### config.mk
export PLATFORM = sky130hd
export DESIGN_NAME = cnn_acc_adder_tree
export DESIGN_NICKNAME = d
export VERILOG_FILES = /design/src/rtl/cnn_pkg.sv /design/src/rtl/cnn_acc_adder_tree_add_level.sv /design/src/rtl/cnn_acc_adder_tree.sv
export SDC_FILE = /design/constraint.sdc
export NUM_CORES = 1
export LEC_CHECK = 0
export CORE_MARGIN = 2
export CORE_UTILIZATION = 50
export DETAILED_ROUTE_END_ITERATION = 8
export PLACE_DENSITY = 0.72
export SYNTH_ARGS = -nofsm -noshare
export SYNTH_HDL_FRONTEND = slang
export SYNTH_SLANG_ARGS = --single-unit
### constraint.sdc
create_clock -name clk -period 12 [get_ports clk]
set_clock_uncertainty 0.1 [all_clocks]
set_input_delay 1.2 -clock clk [delete_from_list [all_inputs] [get_ports clk]]
set_output_delay 1.2 -clock clk [all_outputs]
set_load 0.01 [all_outputs]
### src/rtl/cnn_pkg.sv
// Shared constants and elaboration helpers for the CNN accumulating adder tree.
package cnn_pkg;

  localparam int N_IN_DEF   = 9;
  localparam int DATA_W_DEF = 8;
  localparam int ACC_W_DEF  = 16;

  function automatic int clog2(input int v);
    int r;
    r = 0;
    while ((1 << r) < v) r++;
    return r;
  endfunction

  function automatic int tree_w(input int data_w, input int lvl);
    return data_w + lvl;
  endfunction

  // Number of terms entering tree level lvl when the tree starts with n operands.
  function automatic int terms_at(input int n, input int lvl);
    int t;
    t = n;
    for (int i = 0; i < lvl; i++) t = (t + 1) / 2;
    return t;
  endfunction

  localparam int LVL_DEF = clog2(N_IN_DEF);

endpackage

### src/rtl/cnn_acc_adder_tree_add_level.sv
// One registered adder-tree level: sums adjacent term pairs, passes an odd leftover through.
module cnn_add_level #(
  parameter int N_TERMS = 2,
  parameter int IN_W    = 8
) (
  input  logic                                  clk,
  input  logic                                  rst,
  input  logic                                  en,
  input  logic                                  in_valid,
  input  logic                                  in_first,
  input  logic                                  in_last,
  input  logic [N_TERMS*IN_W-1:0]               in_terms,
  output logic                                  out_valid,
  output logic                                  out_first,
  output logic                                  out_last,
  output logic [((N_TERMS+1)/2)*(IN_W+1)-1:0]   out_terms
);

  localparam int N_OUT = (N_TERMS + 1) / 2;
  localparam int OUT_W = IN_W + 1;

  logic [N_OUT*OUT_W-1:0] nxt_terms;

  for (genvar k = 0; k < N_OUT; k++) begin : g_pair
    if (2*k + 1 < N_TERMS) begin : g_add
      assign nxt_terms[k*OUT_W +: OUT_W] = OUT_W'(in_terms[2*k*IN_W +: IN_W])
                                         + OUT_W'(in_terms[(2*k+1)*IN_W +: IN_W]);
    end else begin : g_pass
      assign nxt_terms[k*OUT_W +: OUT_W] = OUT_W'(in_terms[2*k*IN_W +: IN_W]);
    end
  end

  always_ff @(posedge clk or posedge rst) begin
    if (rst) begin
      out_valid <= 1'b0;
      out_first <= 1'b0;
      out_last  <= 1'b0;
      out_terms <= '0;
    end else if (en) begin
      out_valid <= in_valid;
      out_first <= in_first;
      out_last  <= in_last;
      out_terms <= nxt_terms;
    end
  end

endmodule

### src/rtl/cnn_acc_adder_tree.sv
// Pipelined unsigned adder tree with per-packet accumulator and valid/ready on both sides.
// Define CNN_ACC_SAT_EN to saturate the accumulator on overflow instead of wrapping.
module cnn_acc_adder_tree
  import cnn_pkg::*;
#(
  parameter int N_IN   = N_IN_DEF,
  parameter int DATA_W = DATA_W_DEF,
  parameter int ACC_W  = ACC_W_DEF
) (
  input  logic                   clk,
  input  logic                   rst,
  input  logic                   in_valid,
  output logic                   in_ready,
  input  logic [N_IN*DATA_W-1:0] in_data,
  input  logic                   in_first,
  input  logic                   in_last,
  output logic                   out_valid,
  input  logic                   out_ready,
  output logic [ACC_W-1:0]       out_data,
  output logic                   out_ovf
);

  localparam int LVL   = (N_IN == N_IN_DEF) ? LVL_DEF : clog2(N_IN);
  localparam int SUM_W = tree_w(DATA_W, LVL);

  // The whole pipeline moves as one unit; a held output freezes every stage.
  logic adv;
  assign adv      = !out_valid || out_ready;
  assign in_ready = adv;

  logic             t_vld, t_fst, t_lst;
  logic [SUM_W-1:0] t_sum;

  if (LVL == 0) begin : g_direct
    assign t_vld = in_valid;
    assign t_fst = in_first;
    assign t_lst = in_last;
    assign t_sum = in_data;
  end else begin : g_tree
    for (genvar i = 0; i < LVL; i++) begin : g_lvl
      localparam int NT = terms_at(N_IN, i);
      localparam int IW = tree_w(DATA_W, i);
      localparam int NO = (NT + 1) / 2;

      logic [NT*IW-1:0]     src;
      logic                 src_vld, src_fst, src_lst;
      logic [NO*(IW+1)-1:0] terms;
      logic                 vld, fst, lst;

      if (i == 0) begin : g_src
        assign src     = in_data;
        assign src_vld = in_valid;
        assign src_fst = in_first;
        assign src_lst = in_last;
      end else begin : g_src
        assign src     = g_lvl[i-1].terms;
        assign src_vld = g_lvl[i-1].vld;
        assign src_fst = g_lvl[i-1].fst;
        assign src_lst = g_lvl[i-1].lst;
      end

      cnn_add_level #(
        .N_TERMS (NT),
        .IN_W    (IW)
      ) u_level (
        .clk       (clk),
        .rst       (rst),
        .en        (adv),
        .in_valid  (src_vld),
        .in_first  (src_fst),
        .in_last   (src_lst),
        .in_terms  (src),
        .out_valid (vld),
        .out_first (fst),
        .out_last  (lst),
        .out_terms (terms)
      );
    end

    assign t_vld = g_lvl[LVL-1].vld;
    assign t_fst = g_lvl[LVL-1].fst;
    assign t_lst = g_lvl[LVL-1].lst;
    assign t_sum = g_lvl[LVL-1].terms;
  end

  logic [ACC_W-1:0] acc, ext, base, raw, nxt_acc;
  logic             ovf, nxt_ovf, carry;

  assign ext = ACC_W'(t_sum);

  always_comb begin
    base    = t_fst ? '0 : acc;
    {carry, raw} = {1'b0, base} + {1'b0, ext};
    nxt_ovf = (!t_fst && ovf) || carry;
`ifdef CNN_ACC_SAT_EN
    nxt_acc = nxt_ovf ? '1 : raw;
`else
    nxt_acc = raw;
`endif
  end

  always_ff @(posedge clk or posedge rst) begin
    if (rst) begin
      acc       <= '0;
      ovf       <= 1'b0;
      out_valid <= 1'b0;
      out_data  <= '0;
      out_ovf   <= 1'b0;
    end else if (adv) begin
      out_valid <= t_vld && t_lst;
      if (t_vld) begin
        if (t_lst) begin
          out_data <= nxt_acc;
          out_ovf  <= nxt_ovf;
          acc      <= '0;
          ovf      <= 1'b0;
        end else begin
          acc <= nxt_acc;
          ovf <= nxt_ovf;
        end
      end
    end
  end

endmodule
==> summary.md <==
| Metric | Value |
|---|---|
| CTS Root Cell | `sky130_fd_sc_hd__clkbuf_16` |
| Nature of the critical path endpoint | `output port` |
| Minimum setup slack after placement | `6.27 ns` |
| Share of power burned in the clock network | `20.8%` |
| Buffers & Inverters on Critical Path | `4` |
| Placement Rows | `48` |
| Clock edge transition at the registers on the reported setup and hold paths | `0.06 ns` |
| Critical Path, Cell by Cell | `clkdlybuf4s50_1 -> nor2b_4 -> clkinv_2 -> buf_4 -> clkdlybuf4s50_1` |
| Main flop type after synthesis | `sky130_fd_sc_hd__dfrtp_1` |
| H-tree Lvls | `4` |
| Static leakage power | `4.90 nW` |
| Average cell area after synthesis | `9.08 µm²` |
| Standard cell core area | `0.0173 mm²` |
| Net load switching power | `1.06 mW` |
| Switching fraction of total power | `38.4%` |
| Starting density of the core | `51.0%` |
| Final count of hold timing violations | `0` |
| Peak supply drop | `0.000152 V` |
| Number of global-route vias before repair | `6704` |
| Number of cells traversed by the worst hold path | `2` |
| Placed wire-length estimate after detailed placement | `12200 µm` |
| Count of mapped cells out of synthesis | `972` |
| Drt total wl | `17400 µm` |
| Setup repair after global routing missed its margin | `false` |
| Multi-input logic area | `0.00482 mm²` |
| Simple-gate area share of the yosys netlist | `18.3%` |
| Syn Nets | `1139` |
| Vias per Instance | `5.34` |
| Critical path depth | `5` |
| Share of the synthesized area in the top cell type | `42.5%` |
| Most used cell along the critical path | `sky130_fd_sc_hd__clkdlybuf4s50_1` |
| Combinational share of power | `47.2%` |
| Worst Tran Pin Value | `0.861 ns` |
| Final number of max-transition violations | `0` |
| Synth Warn # | `0` |
| Number of buffers between clock root and the deepest sink | `2` |
| Cell count after placement | `1261` |
| Iteration count of the initial detailed-routing pass | `4` |
| Data arrival at the endpoint of the critical path | `4.37 ns` |
| EDFF count, synth | `0` |
| CTS Hold Buffers Added | `0` |
| Antenna violations before repair | `0` |
| Number of synthesized register bits | `150` |
| Fraction of the mapped netlist area in adder cells | `13.4%` |
| Kind of critical path | `input pin to output port` |
| Number of port buffers | `96` |
| Count of nets left with antenna violations after detail routing | `0` |
| Type of origin of the critical path | `input pin` |
| Fill cell total of the finished layout | `1537` |
| Chip Height | `137 µm` |
| Sequential cell area | `0.00375 mm²` |
| Pin count of the biggest net entering global routing | `96` |
| Most instantiated cells after synthesis | `225 x sky130_fd_sc_hd__nand2_1, 150 x sky130_fd_sc_hd__dfrtp_1, 80 x sky130_fd_sc_hd__ha_1` |
| Top-count cell post-synth | `sky130_fd_sc_hd__nand2_1` |
| Later-pin clock latency in the skew report | `0.42 ns` |
| Power density over the cells | `259 mW/mm²` |
| Max incr delay on CP | `0.82 ns` |
| Sequential fraction of design power | `32.0%` |
| Compound-gate portion of the synthesized area | `17.9%` |
| CTS tree | `done` |
| First-pass GRT wire length | `30300 µm` |
| Post-synthesis cell type with the largest combined area | `sky130_fd_sc_hd__dfrtp_1` |
| Multiplexer share of the synthesized area | `0.383%` |
| Post CTS Setup Buffer Count | `0` |
| Cell variety after synth | `55` |
| Final worst-path cycle share | `47.3%` |
| Die outline area | `0.0187 mm²` |
| Cell Count, Final, Fillers Out | `1293` |
| Outcome | `finished clean` |
| Post-layout worst setup margin | `6.33 ns` |
| Post-synth ARST share | `100%` |
| Sequential fraction of the synthesis area | `42.5%` |
| Width of the die | `137 µm` |
| Nets | `1222` |
| Fmax | `0.176 GHz` |
| Total CTS buffers | `17` |
| Rel. slew slack | `41.1%` |
| Synthesized area | `0.00883 mm²` |
| Xor and xnor area share after synthesis | `4.56%` |
| CP max FO | `73` |
| GR Overflow Total | `0` |
| Sinks on Clock Net | `150` |
| Register-to-Register Path Depth | `6` |
| Via count | `6905` |
| I/O pins | `97` |
| Final GP Congestion | `0.853` |
| Dominant combinational cell family by area after synthesis | `simple AND/OR/NAND/NOR gates` |
| Min-delay worst type | `flip-flop to flip-flop` |
| Routed length per instance | `13.5 µm` |
| Share of cells above drive strength 1 | `5.06%` |
| Internal power | `1.70 mW` |
| Worst-case hold slack | `0.362 ns` |
| # Max-Cap Violations | `0` |
| Number of antenna diodes | `0` |
| Final setup fails | `0` |
| CP Data Required Time | `10.70 ns` |
| Shortest period the worst path allows | `5.67 ns` |
| Cts repair resizes | `0` |
| Layout overhead on the synthesized area | `20.3%` |
| Sum of negative setup slack | `0 ns` |
| Top area cells in the synthesized netlist | `sky130_fd_sc_hd__dfrtp_1 43%, sky130_fd_sc_hd__ha_1 11%, sky130_fd_sc_hd__nand2_1 9.6%` |
| GRT Overall Usage | `20.1%` |
| Max stage delay cell, worst path | `sky130_fd_sc_hd__clkinv_2` |
| Top cell family by delay on the critical path | `buffers and inverters` |
| Iteration-0 DRC count of the detailed router | `350` |
| DRC violations left | `0` |
path summary, 6_finish.rpt:
| kind | to | slack (ns) | from |
|---|---|---|---|
| hold reg to reg | g_tree.g_lvl[1].u_level.out_last$_DFFE_PP0N_ | 0.36 | g_tree.g_lvl[0].u_level.out_last$_DFFE_PP0N_ |
| setup / recovery | in_ready | 6.33 | out_ready |
| hold / removal | g_tree.g_lvl[1].u_level.out_last$_DFFE_PP0N_ | 0.36 | g_tree.g_lvl[0].u_level.out_last$_DFFE_PP0N_ |
| setup reg to reg | acc[13]$_DFFE_PP0P_ | 8.22 | out_valid$_DFFE_PP0N_ |
| max in group asynchronous | g_tree.g_lvl[0].u_level.out_terms[27]$_DFFE_PP0N_ | 9.38 | rst |
| min in group asynchronous | out_data[0]$_DFFE_PP0P_ | 1.20 | rst |
layout make-up:
class                   instances  share of cell area, %
repair buffers                 99                   9.26
multi-input cells             752                   45.4
clock inverters                12                   1.65
flip-flops and latches        150                   35.3
clock buffers                  20                   4.39
well taps                     225                   2.65
inverters                      35                   1.30
per-stage QoR:
stage	total power, mW	area, µm²	util [%]
2_1_floorplan	1.88	8830	-
3_3_place_gp	2.16	9980	57.7
3_5_place_dp	2.19	9980	57.7
4_1_cts	2.78	10600	61.4
5_1_grt	3.00	10600	61.4
6_report	2.75	10600	61.4
power by group through the flow:
stage                     clock, mW  combinational [mW]  sequential [mW]
after global routing          0.606                1.48            0.913
after global placement            0                1.27            0.887
after CTS                     0.581                1.31            0.885
after detailed placement          0                1.30            0.890
final                         0.572                1.30            0.881
after floorplan                   0                1.04            0.842
cell families (layout without fill, tap and decap cells):
kind of cell / Yosys count / count (layout)
xor gates and xnor gates: 46 / 46
muxes: 3 / 3
and+or+nand+nor: 372 / 372
buffers and inverters: 70 / 166
AOI/OAI and AO/OA: 242 / 242
DFF: 150 / 150
adders and majority gates: 89 / 89
routing by layer:
metal	up-vias	track usage (%)	wire, µm
met3	14	4.52	557
met4	0	5.38	138
li1	3553	-	-
met1	3231	25.7	8050
met5	-	0	0
met2	107	34.4	8660
cell usage in the layout (no fill, tap or decap), types with 4 or more instances in the layout:
cell,n
sky130_fd_sc_hd__nor2b_1,24
sky130_fd_sc_hd__o31ai_1,20
sky130_fd_sc_hd__o41a_1,6
sky130_fd_sc_hd__or4b_2,5
sky130_fd_sc_hd__nor3_1,25
sky130_fd_sc_hd__a211oi_1,6
sky130_fd_sc_hd__nand3_1,9
sky130_fd_sc_hd__a21oi_1,72
sky130_fd_sc_hd__a22o_1,7
sky130_fd_sc_hd__a21boi_0,6
sky130_fd_sc_hd__nor3b_1,6
sky130_fd_sc_hd__inv_1,33
sky130_fd_sc_hd__a221oi_1,5
sky130_fd_sc_hd__xnor2_1,26
sky130_fd_sc_hd__a21o_1,20
sky130_fd_sc_hd__clkbuf_16,17
sky130_fd_sc_hd__fa_1,9
sky130_fd_sc_hd__dfrtp_1,150
sky130_fd_sc_hd__a31oi_1,7
sky130_fd_sc_hd__o21bai_1,7
sky130_fd_sc_hd__bufinv_16,4
sky130_fd_sc_hd__o21ai_0,47
sky130_fd_sc_hd__nand2_1,225
sky130_fd_sc_hd__nor2_1,59
sky130_fd_sc_hd__clkdlybuf4s50_1,96
sky130_fd_sc_hd__ha_1,80
sky130_fd_sc_hd__clkinvlp_4,6
sky130_fd_sc_hd__xor2_1,20
sky130_fd_sc_hd__nand4b_1,4
sky130_fd_sc_hd__o21a_1,17
flip-flops by register name (all words and copies together), names as in the netlist:
| signal | cells |
|---|---|
| ovf | 1 |
| out_valid | 1 |
| g_tree.g_lvl.u_level.out_first | 4 |
| out_data | 16 |
| g_tree.g_lvl.u_level.out_last | 4 |
| out_ovf | 1 |
| acc | 16 |
| g_tree.g_lvl.u_level.out_valid | 4 |
| g_tree.g_lvl.u_level.out_terms | 103 |
tightest hold or removal path, cell delays in order (launching register included):
cell and delay (ns):
sky130_fd_sc_hd__dfrtp_1 0.34, sky130_fd_sc_hd__nand2_1 0.05, sky130_fd_sc_hd__nand2_1 0.05
Power figures use the tool's default switching activity.
